### src/rtl/sram_counter_rmw.sv
// Read-modify-write counter client for the SRAM arbiter port: saturating increments of
// 72-bit words, one operation in flight at a time, plus a whole-memory clear sweep.
module sram_counter_rmw #(
  parameter int SRAM_ADDR_WIDTH = 19,
  parameter int SRAM_DATA_WIDTH = 72,
  parameter int DELTA_WIDTH     = 16,
  parameter int RD_TIMEOUT      = 15
) (
  input  logic                       clk,
  input  logic                       reset_n,
  input  logic                       cmd_vld,
  output logic                       cmd_rdy,
  input  logic [SRAM_ADDR_WIDTH-1:0] cmd_addr,
  input  logic [DELTA_WIDTH-1:0]     cmd_delta,
  input  logic                       clr_start,
  output logic                       clr_busy,
  output logic                       rd_req,
  output logic [SRAM_ADDR_WIDTH-1:0] rd_addr,
  input  logic                       rd_ack,
  input  logic                       rd_vld,
  input  logic [SRAM_DATA_WIDTH-1:0] rd_data,
  output logic                       wr_req,
  output logic [SRAM_ADDR_WIDTH-1:0] wr_addr,
  output logic [SRAM_DATA_WIDTH-1:0] wr_data,
  input  logic                       wr_ack,
  output logic [15:0]                sat_cnt,
  output logic                       err_timeout
);

  localparam int TW = $clog2(RD_TIMEOUT + 1);

  localparam logic [2:0] S_IDLE      = 3'd0;
  localparam logic [2:0] S_RD_ISSUE  = 3'd1;
  localparam logic [2:0] S_RD_WAIT   = 3'd2;
  localparam logic [2:0] S_WR_ISSUE  = 3'd3;
  localparam logic [2:0] S_CLR_ISSUE = 3'd4;

  localparam logic [SRAM_ADDR_WIDTH-1:0] ADDR_LAST = {SRAM_ADDR_WIDTH{1'b1}};
  localparam logic [SRAM_DATA_WIDTH-1:0] DATA_ONES = {SRAM_DATA_WIDTH{1'b1}};
  localparam logic [SRAM_DATA_WIDTH-1:0] DATA_ZERO = {SRAM_DATA_WIDTH{1'b0}};
  localparam logic [TW-1:0]              TIMER_MAX = TW'(RD_TIMEOUT);

  logic [2:0]                 r_state;
  logic                       r_rd_pend;
  logic                       r_wr_pend;
  logic                       r_cmd_rdy;
  logic                       r_clr_busy;
  logic [SRAM_ADDR_WIDTH-1:0] r_addr;
  logic [DELTA_WIDTH-1:0]     r_delta;
  logic [TW-1:0]              r_timer;
  logic [SRAM_ADDR_WIDTH-1:0] r_wr_addr;
  logic [SRAM_DATA_WIDTH-1:0] r_wr_data;
  logic [15:0]                r_sat_cnt;
  logic                       r_err_timeout;

  logic [SRAM_DATA_WIDTH:0]   w_sum;
  logic                       w_sat;

  // One-bit-wider sum so a carry out of the word marks saturation
  always_comb begin
    w_sum = {1'b0, rd_data} + {{(SRAM_DATA_WIDTH + 1 - DELTA_WIDTH){1'b0}}, r_delta};
    w_sat = w_sum[SRAM_DATA_WIDTH];
  end

  // The ack drops the request in the same cycle so each access is presented exactly once
  assign rd_req      = r_rd_pend & ~rd_ack;
  assign wr_req      = r_wr_pend & ~wr_ack;
  assign rd_addr     = r_addr;
  assign wr_addr     = r_wr_addr;
  assign wr_data     = r_wr_data;
  assign cmd_rdy     = r_cmd_rdy;
  assign clr_busy    = r_clr_busy;
  assign sat_cnt     = r_sat_cnt;
  assign err_timeout = r_err_timeout;

  // Control FSM with pending flags, sweep address, saturation and timeout bookkeeping
  always_ff @(posedge clk or negedge reset_n) begin
    if (!reset_n) begin
      r_state       <= S_IDLE;
      r_rd_pend     <= 1'b0;
      r_wr_pend     <= 1'b0;
      r_cmd_rdy     <= 1'b0;
      r_clr_busy    <= 1'b0;
      r_addr        <= {SRAM_ADDR_WIDTH{1'b0}};
      r_delta       <= {DELTA_WIDTH{1'b0}};
      r_timer       <= {TW{1'b0}};
      r_wr_addr     <= {SRAM_ADDR_WIDTH{1'b0}};
      r_wr_data     <= DATA_ZERO;
      r_sat_cnt     <= 16'h0000;
      r_err_timeout <= 1'b0;
    end else begin
      case (r_state)
        S_IDLE: begin
          if (clr_start) begin
            r_state    <= S_CLR_ISSUE;
            r_wr_pend  <= 1'b1;
            r_wr_addr  <= {SRAM_ADDR_WIDTH{1'b0}};
            r_wr_data  <= DATA_ZERO;
            r_clr_busy <= 1'b1;
            r_cmd_rdy  <= 1'b0;
          end else if (cmd_vld && r_cmd_rdy) begin
            r_state   <= S_RD_ISSUE;
            r_addr    <= cmd_addr;
            r_delta   <= cmd_delta;
            r_rd_pend <= 1'b1;
            r_cmd_rdy <= 1'b0;
          end else begin
            r_cmd_rdy <= 1'b1;
          end
        end
        S_RD_ISSUE: begin
          if (rd_ack) begin
            r_rd_pend <= 1'b0;
            r_timer   <= {TW{1'b0}};
            r_state   <= S_RD_WAIT;
          end
        end
        S_RD_WAIT: begin
          if (rd_vld) begin
            r_wr_data <= w_sat ? DATA_ONES : w_sum[SRAM_DATA_WIDTH-1:0];
            if (w_sat && (r_sat_cnt != 16'hffff)) begin
              r_sat_cnt <= r_sat_cnt + 16'd1;
            end
            r_wr_addr <= r_addr;
            r_wr_pend <= 1'b1;
            r_state   <= S_WR_ISSUE;
          end else if (r_timer == TIMER_MAX) begin
            r_err_timeout <= 1'b1;
            r_cmd_rdy     <= 1'b1;
            r_state       <= S_IDLE;
          end else begin
            r_timer <= r_timer + TW'(1);
          end
        end
        S_WR_ISSUE: begin
          if (wr_ack) begin
            r_wr_pend <= 1'b0;
            r_cmd_rdy <= 1'b1;
            r_state   <= S_IDLE;
          end
        end
        S_CLR_ISSUE: begin
          // Pend stays set across acks so the next sweep word is requested right away
          if (wr_ack) begin
            if (r_wr_addr == ADDR_LAST) begin
              r_wr_pend  <= 1'b0;
              r_clr_busy <= 1'b0;
              r_cmd_rdy  <= 1'b1;
              r_state    <= S_IDLE;
            end else begin
              r_wr_addr <= r_wr_addr + SRAM_ADDR_WIDTH'(1);
            end
          end
        end
        default: begin
          r_rd_pend  <= 1'b0;
          r_wr_pend  <= 1'b0;
          r_clr_busy <= 1'b0;
          r_cmd_rdy  <= 1'b1;
          r_state    <= S_IDLE;
        end
      endcase
    end
  end

endmodule
### config.mk
export PLATFORM = sky130hd
export DESIGN_NAME = sram_counter_rmw
export DESIGN_NICKNAME = d
export VERILOG_FILES = /design/src/rtl/sram_counter_rmw.sv
export SDC_FILE = /design/constraint.sdc
export NUM_CORES = 1
export LEC_CHECK = 0
export CORE_ASPECT_RATIO = 1.25
export CORE_MARGIN = 3
export CORE_UTILIZATION = 40
export CTS_CLUSTER_SIZE = 14
export DETAILED_ROUTE_END_ITERATION = 10
export PLACE_DENSITY = 0.68
export REMOVE_ABC_BUFFERS = 1
export SLEW_MARGIN = 25
export SYNTH_ARGS = -nofsm -noshare
export SYNTH_HDL_FRONTEND = slang
export SYNTH_SLANG_ARGS = --single-unit
### constraint.sdc
create_clock -name clk -period 5.45 [get_ports clk]
set_input_delay 0.545 -clock clk [delete_from_list [all_inputs] [get_ports clk]]
set_output_delay 0.545 -clock clk [all_outputs]
set_load 0.01 [all_outputs]
# Word level (Yosys, flattened, before mapping)

Cells that the tools add are included.

Flip-flop bits (word level): 154
Output and inout port bits: 131
RAM bits: 0
Word-level logic and storage cells: 106
Memories: 0
Bits in latches: 0
ROM bits: 0

Bitwise operators: 9
Order comparisons: 0
Add/subtract/negate cells: 4
Muxes and demuxes: 41
Eq/ne operators: 21
Reduce and logical (&&, ||, !) cells: 19
Shifts and indexed selects: 0
Multipliers: 0
Div/mod/pow operators: 0

Operator list:

| cell                                                             | number |
|---|---|
| 72-bit two-way mux                                               | 3 |
| 72-bit one-hot mux with 2 select lines                           | 1 |
| 19-bit two-way mux                                               | 4 |
| 72-bit by 16-bit adder with 73-bit output                        | 1 |
| 19-bit one-hot mux with 3 select lines                           | 1 |
| 3-bit two-way mux                                                | 8 |
| 2-bit inequality test (second input constant)                    | 12 |
| 19-bit by 1-bit adder with 19-bit output (second input constant) | 1 |
| 19-bit == test (second input constant)                           | 1 |
| 6-bit AND reduction                                              | 3 |
| 16-bit by 1-bit adder with 16-bit output (second input constant) | 1 |
| 16-bit inequality test (second input constant)                   | 1 |
| 1-bit two-way mux                                                | 15 |
| 3-bit one-hot mux with 5 select lines                            | 1 |
| 4-bit two-way mux                                                | 3 |
| 3-bit AND reduction                                              | 4 |
| 4-bit AND reduction                                              | 3 |
| 1-bit one-hot mux with 5 select lines                            | 2 |
| 4-bit one-hot mux with 2 select lines                            | 1 |
| 1-bit inverter                                                   | 7 |
| 3-bit by 2-bit == test with 1-bit output (second input constant) | 2 |
| 3-bit inequality test (second input constant)                    | 2 |
| 1-bit one-hot mux with 3 select lines                            | 2 |
| 3-bit OR reduction                                               | 2 |
| 10 further kinds                                                 | 13 |

# Depth between registers and ports, before layout

Depth after elaboration: 4
Depth in mapped cells: 11

# Worst setup path after synthesis

OpenSTA, ideal clock, no wires.

Path type: input to register
Start point: input rd_data[0]
End point: register r_wr_data[64] (netlist: wr_data[64])
Library setup time: 0.126 ns
Buffers on the path: 1
Data arrival time: 3.019 ns
Stages on the path: 10
Slack: 2.305 ns
Cell sequence: ha_1 > fa_1 > a21o_1 > a221o_1 > a21oi_1 > o41a_1 > clkbuf_1 > nor4_1 > xor2_1 > a221o_1

Longest elaborated chain between the ends: 4

RTL lines:

| element                                   | line | RTL |
|---|---|---|
| from (decl)                               | 21   | `input logic [SRAM_DATA_WIDTH-1:0] rd_data,` |
| 72-bit by 16-bit adder with 73-bit output | 61   | `w_sum = {1'b0, rd_data} + {{(SRAM_DATA_WIDTH + 1 - DELTA_WIDTH){1'b0}}, r_delta};` |
| 72-bit two-way mux                        | 120  | `r_wr_data <= w_sat ? DATA_ONES : w_sum[SRAM_DATA_WIDTH-1:0];` |
| 72-bit two-way mux                        | 119  | `if (rd_vld) begin` |
| 72-bit one-hot mux with 2 select lines    | 92   | `case (r_state)` |
| to (signal assigned)                      | 120  |  |
| to (decl)                                 | 52   | `logic [SRAM_DATA_WIDTH-1:0] r_wr_data;` |

Every way passes these cells. The select of a mux whose other input is x is not followed.
A chain may end at the register's enable or synchronous reset.

# Final worst setup path

Start point: input rd_data[29]
End point: register r_sat_cnt[1] (netlist: sat_cnt[1])

Longest elaborated chain between the ends: 3

RTL lines:

| element                                   | line | RTL |
|---|---|---|
| 72-bit by 16-bit adder with 73-bit output | 61   |  |
| 1-bit logical AND                         | 121  | `if (w_sat && (r_sat_cnt != 16'hffff)) begin` |
| 3-bit AND reduction (no line)             | --   |  |
| to (signal assigned)                      | 122  | `r_sat_cnt <= r_sat_cnt + 16'd1;` |
| to (decl)                                 | 53   | `logic [15:0] r_sat_cnt;` |

Every way passes these cells.

==> impl_metrics.xml <==
<?xml version="1.0" encoding="UTF-8"?>
<metrics>
  <group name="status">
    <metric name="outcome" unit="">completed</metric>
  </group>
  <group name="final_layout">
    <metric name="fill_cells" unit="">1992</metric>
    <metric name="antenna_cells" unit="">0</metric>
    <metric name="final_net_count" unit="">1328</metric>
    <metric name="multiInputGateArea" unit="mm^2">0.004955</metric>
    <metric name="areaGrowthSynthToFinish" unit="%">36.96</metric>
    <metric name="post-route-cell-area" unit="mm^2">0.01240</metric>
    <metric name="final-seq-area" unit="mm^2">0.003854</metric>
    <metric name="drive_gt1_share" unit="%">8.119</metric>
  </group>
  <group name="critical_path">
    <metric name="worstPathRequired" unit="ps">5750</metric>
    <metric name="worstSetupEndpointType" unit="">flip-flop</metric>
    <metric name="startpoint_type" unit="">primary input</metric>
    <metric name="crit_type" unit="">primary input to flip-flop</metric>
    <metric name="r2r_slack" unit="ps">1860</metric>
    <metric name="worst_ep_arrival_time" unit="ps">4160</metric>
    <metric name="crit_fanout" unit="">23</metric>
  </group>
  <group name="pwr">
    <metric name="report.power.total" unit="mW">5.584</metric>
    <metric name="power_density" unit="mW/mm^2">450.2</metric>
    <metric name="leakagePower" unit="nW">4.965</metric>
    <metric name="vdd_drop_max" unit="uV">282.7</metric>
  </group>
  <group name="logic_synthesis">
    <metric name="synth.most_common_cell" unit="">sky130_fd_sc_hd__dfrtp_1</metric>
    <metric name="area_share_of_the_largest_cell_type_after_synthesis" unit="%">42.55</metric>
    <metric name="synth.yosys.seq_area_share" unit="%">42.55</metric>
    <metric name="post_synth_instance_area" unit="mm^2">0.009056</metric>
    <metric name="synth-async-reset-ratio" unit="%">100.0</metric>
    <metric name="synth.largest_area_cell" unit="">sky130_fd_sc_hd__dfrtp_1</metric>
    <metric name="synth_area_per_cell" unit="um^2">9.269</metric>
    <metric name="synthTopCellsByArea" unit="">sky130_fd_sc_hd__dfrtp_1 (43%), sky130_fd_sc_hd__a21oi_1 (4.9%), sky130_fd_sc_hd__xnor2_1 (4.8%)</metric>
    <metric name="ys.flop_type" unit="">sky130_fd_sc_hd__dfrtp_1</metric>
    <metric name="count_of_flip_flops_with_a_built_in_enable_after_synthesis" unit="">0</metric>
    <metric name="synth.distinct_cells" unit="">71</metric>
    <metric name="synth.cells.most_frequent" unit="">sky130_fd_sc_hd__dfrtp_1 (154), sky130_fd_sc_hd__a21oi_1 (89), sky130_fd_sc_hd__nand2_1 (74)</metric>
    <metric name="synth_cells" unit="">977</metric>
    <metric name="ys.warnings.count" unit="">0</metric>
    <metric name="yosys_reg_bits" unit="">154</metric>
  </group>
  <group name="sta">
    <metric name="final_min_period" unit="ps">3859</metric>
    <metric name="fin_tns_setup" unit="ps">0</metric>
    <metric name="slew_headroom" unit="%">30.39</metric>
    <metric name="finalHoldViolCount" unit="">0</metric>
    <metric name="grt_setup_unrepaired" unit="">false</metric>
    <metric name="worst-slew-pin-transition" unit="ps">1041</metric>
    <metric name="worst_clock_skew" unit="ps">12.89</metric>
    <metric name="timing.final.crit_share" unit="%">70.80</metric>
    <metric name="finalSetupViolations" unit="">0</metric>
    <metric name="fin_worst_hold_slack" unit="ps">186.0</metric>
    <metric name="achievable-frequency" unit="MHz">259.2</metric>
    <metric name="setup_ws" unit="ps">1591</metric>
    <metric name="drv_slew" unit="">0</metric>
  </group>
  <group name="drt">
    <metric name="drtAntennaViolNets" unit="">0</metric>
    <metric name="drt-initial-drc-count" unit="">730</metric>
    <metric name="remaining_drc_errors" unit="">0</metric>
    <metric name="totalWireLength" unit="um">30190</metric>
    <metric name="first_pass_iters" unit="">5</metric>
    <metric name="post_drt_via_cell_ratio" unit="">5.902</metric>
    <metric name="via_count" unit="">8770</metric>
    <metric name="wire_per_inst" unit="um">20.32</metric>
  </group>
  <group name="job">
    <metric name="cap_violations" unit="">0</metric>
  </group>
  <group name="die">
    <metric name="die_area" unit="mm^2">0.02449</metric>
    <metric name="die_width" unit="um">140.6</metric>
    <metric name="initial_core_utilization" unit="%">41.31</metric>
    <metric name="ioPinCount" unit="">245</metric>
    <metric name="chipHeight" unit="um">174.2</metric>
    <metric name="placeableCoreArea" unit="mm^2">0.02192</metric>
    <metric name="rows" unit="">60</metric>
  </group>
  <group name="global_route">
    <metric name="maximum_number_of_pins_on_one_net_before_global_route_repair" unit="">113</metric>
    <metric name="grt_overflow_total" unit="">0</metric>
    <metric name="grt_pass1_vias" unit="">8546</metric>
    <metric name="initial_antenna_violation_count" unit="">1</metric>
    <metric name="grt_util_all_layers" unit="%">24.12</metric>
    <metric name="grt_pass1_wl" unit="um">47380</metric>
  </group>
  <group name="clock_network">
    <metric name="path_clk_slew" unit="ps">70</metric>
    <metric name="postCtsSetupBuffers" unit="">0</metric>
    <metric name="insertion_delay" unit="ps">430</metric>
    <metric name="tritoncts.num_buffers" unit="">17</metric>
    <metric name="tritoncts_clock_tree" unit="">built</metric>
    <metric name="root_buffer" unit="">sky130_fd_sc_hd__clkbuf_16</metric>
    <metric name="post_cts.resized_instances" unit="">0</metric>
    <metric name="cts-htree-levels" unit="">4</metric>
    <metric name="cts.sinks" unit="">154</metric>
    <metric name="cts-hold-fix-buffers" unit="">0</metric>
    <metric name="max-clock-path-buffers" unit="">2</metric>
  </group>
  <group name="hold_path">
    <metric name="hold_class" unit="">primary input to async pin</metric>
  </group>
  <group name="placed_design">
    <metric name="placement.setup.worst_slack" unit="ps">1171</metric>
    <metric name="area_of_placed_instances" unit="mm^2">0.01175</metric>
    <metric name="buffer_ports.inserted" unit="">244</metric>
    <metric name="place.gp.congestion" unit="">0.9346</metric>
    <metric name="detailed_place_hpwl" unit="um">21890</metric>
  </group>
</metrics>
## per-layer routing
layer	GRT usage, %	share of wire [%]	wire length, um
met3	4.678	7.2	2167
met4	8.603	2.8	854
met2	40.99	49	14850
met5	0	0.043	13
met1	30.53	41	12310
## logic make-up (layout without fill, tap and decap cells)
kind of cell / Yosys count / count (layout) / synth area share (%)
AOI/OAI and AO/OA: 288 / 288 / 20.13
xor gates and xnor gates: 75 / 75 / 7.253
adders and majority gates: 20 / 20 / 2.846
buffers and inverters: 72 / 302 / 3.109
DFF: 154 / 154 / 42.55
muxes: 40 / 40 / 4.960
and+or+nand+nor: 328 / 328 / 19.15
## stage by stage
stage	instances	util, %
after floorplan	918	-
final	1486	56.58
after global routing	1486	56.58
after global placement	1454	53.59
after CTS	1486	56.58
after detailed placement	1454	53.61
## state kept, by name (all words and copies together) (netlist names)
register     count
r_timer          4
err_timeout      1
r_wr_pend        1
r_state          3
cmd_rdy          1
clr_busy         1
r_delta         16
r_rd_pend        1
wr_addr         19
rd_addr         19
sat_cnt         16
wr_data         72
## critical path: stages
cell	delay, ps
sky130_fd_sc_hd__clkdlybuf4s50_1	570
sky130_fd_sc_hd__nand4_2	190
sky130_fd_sc_hd__or2_0	400
sky130_fd_sc_hd__or4_1	780
sky130_fd_sc_hd__or2_1	370
sky130_fd_sc_hd__nor3_4	810
sky130_fd_sc_hd__nand2_2	150
sky130_fd_sc_hd__mux2_4	340
## power by group
| part | internal, mW | total, mW | switching (mW) |
|---|---|---|---|
| registers | 1.52 | 1.85 | 0.328 |
| logic | 1.19 | 2.41 | 1.22 |
| clock network | 0.811 | 1.32 | 0.514 |
| total | 3.52 | 5.58 | 2.06 |
## worst paths after layout
| path | startpoint | end | depth (start not counted) |
|---|---|---|---|
| setup / recovery | rd_data[29] | sat_cnt[1] | 8 |
| hold / removal | reset_n | rd_addr[1] | 1 |
| setup reg to reg | r_delta[0] | sat_cnt[1] | 9 |
| hold reg to reg | err_timeout | err_timeout | 1 |
| max in group asynchronous | reset_n | sat_cnt[11] | 2 |
| min in group clk | err_timeout | err_timeout | 1 |
## cells in the final DEF, fill, tap and decap left out, types with 14 or more instances in the layout
master,count
sky130_fd_sc_hd__xor2_1,25
sky130_fd_sc_hd__clkdlybuf4s50_1,243
sky130_fd_sc_hd__nand2_1,74
sky130_fd_sc_hd__dfrtp_1,154
sky130_fd_sc_hd__nor2_1,54
sky130_fd_sc_hd__a21oi_1,88
sky130_fd_sc_hd__nand3_1,41
sky130_fd_sc_hd__nor3_1,19
sky130_fd_sc_hd__xnor2_1,50
sky130_fd_sc_hd__clkbuf_16,17
sky130_fd_sc_hd__nand4_1,30
sky130_fd_sc_hd__o21ai_0,71
sky130_fd_sc_hd__and3_1,29
sky130_fd_sc_hd__ha_1,19
sky130_fd_sc_hd__mux2_2,35
sky130_fd_sc_hd__a31oi_1,26
sky130_fd_sc_hd__a221o_1,16
sky130_fd_sc_hd__a211oi_1,14
## area by class of cell
type | count | area share, %
inverter | 13 | 0.3934
sequential | 154 | 31.07
timing repair buffer | 257 | 20.52
multi-input combinational | 751 | 39.95
clock buffer | 20 | 3.763
clock inverter | 12 | 1.493
tap | 279 | 2.814
Power figures use the tool's default switching activity.
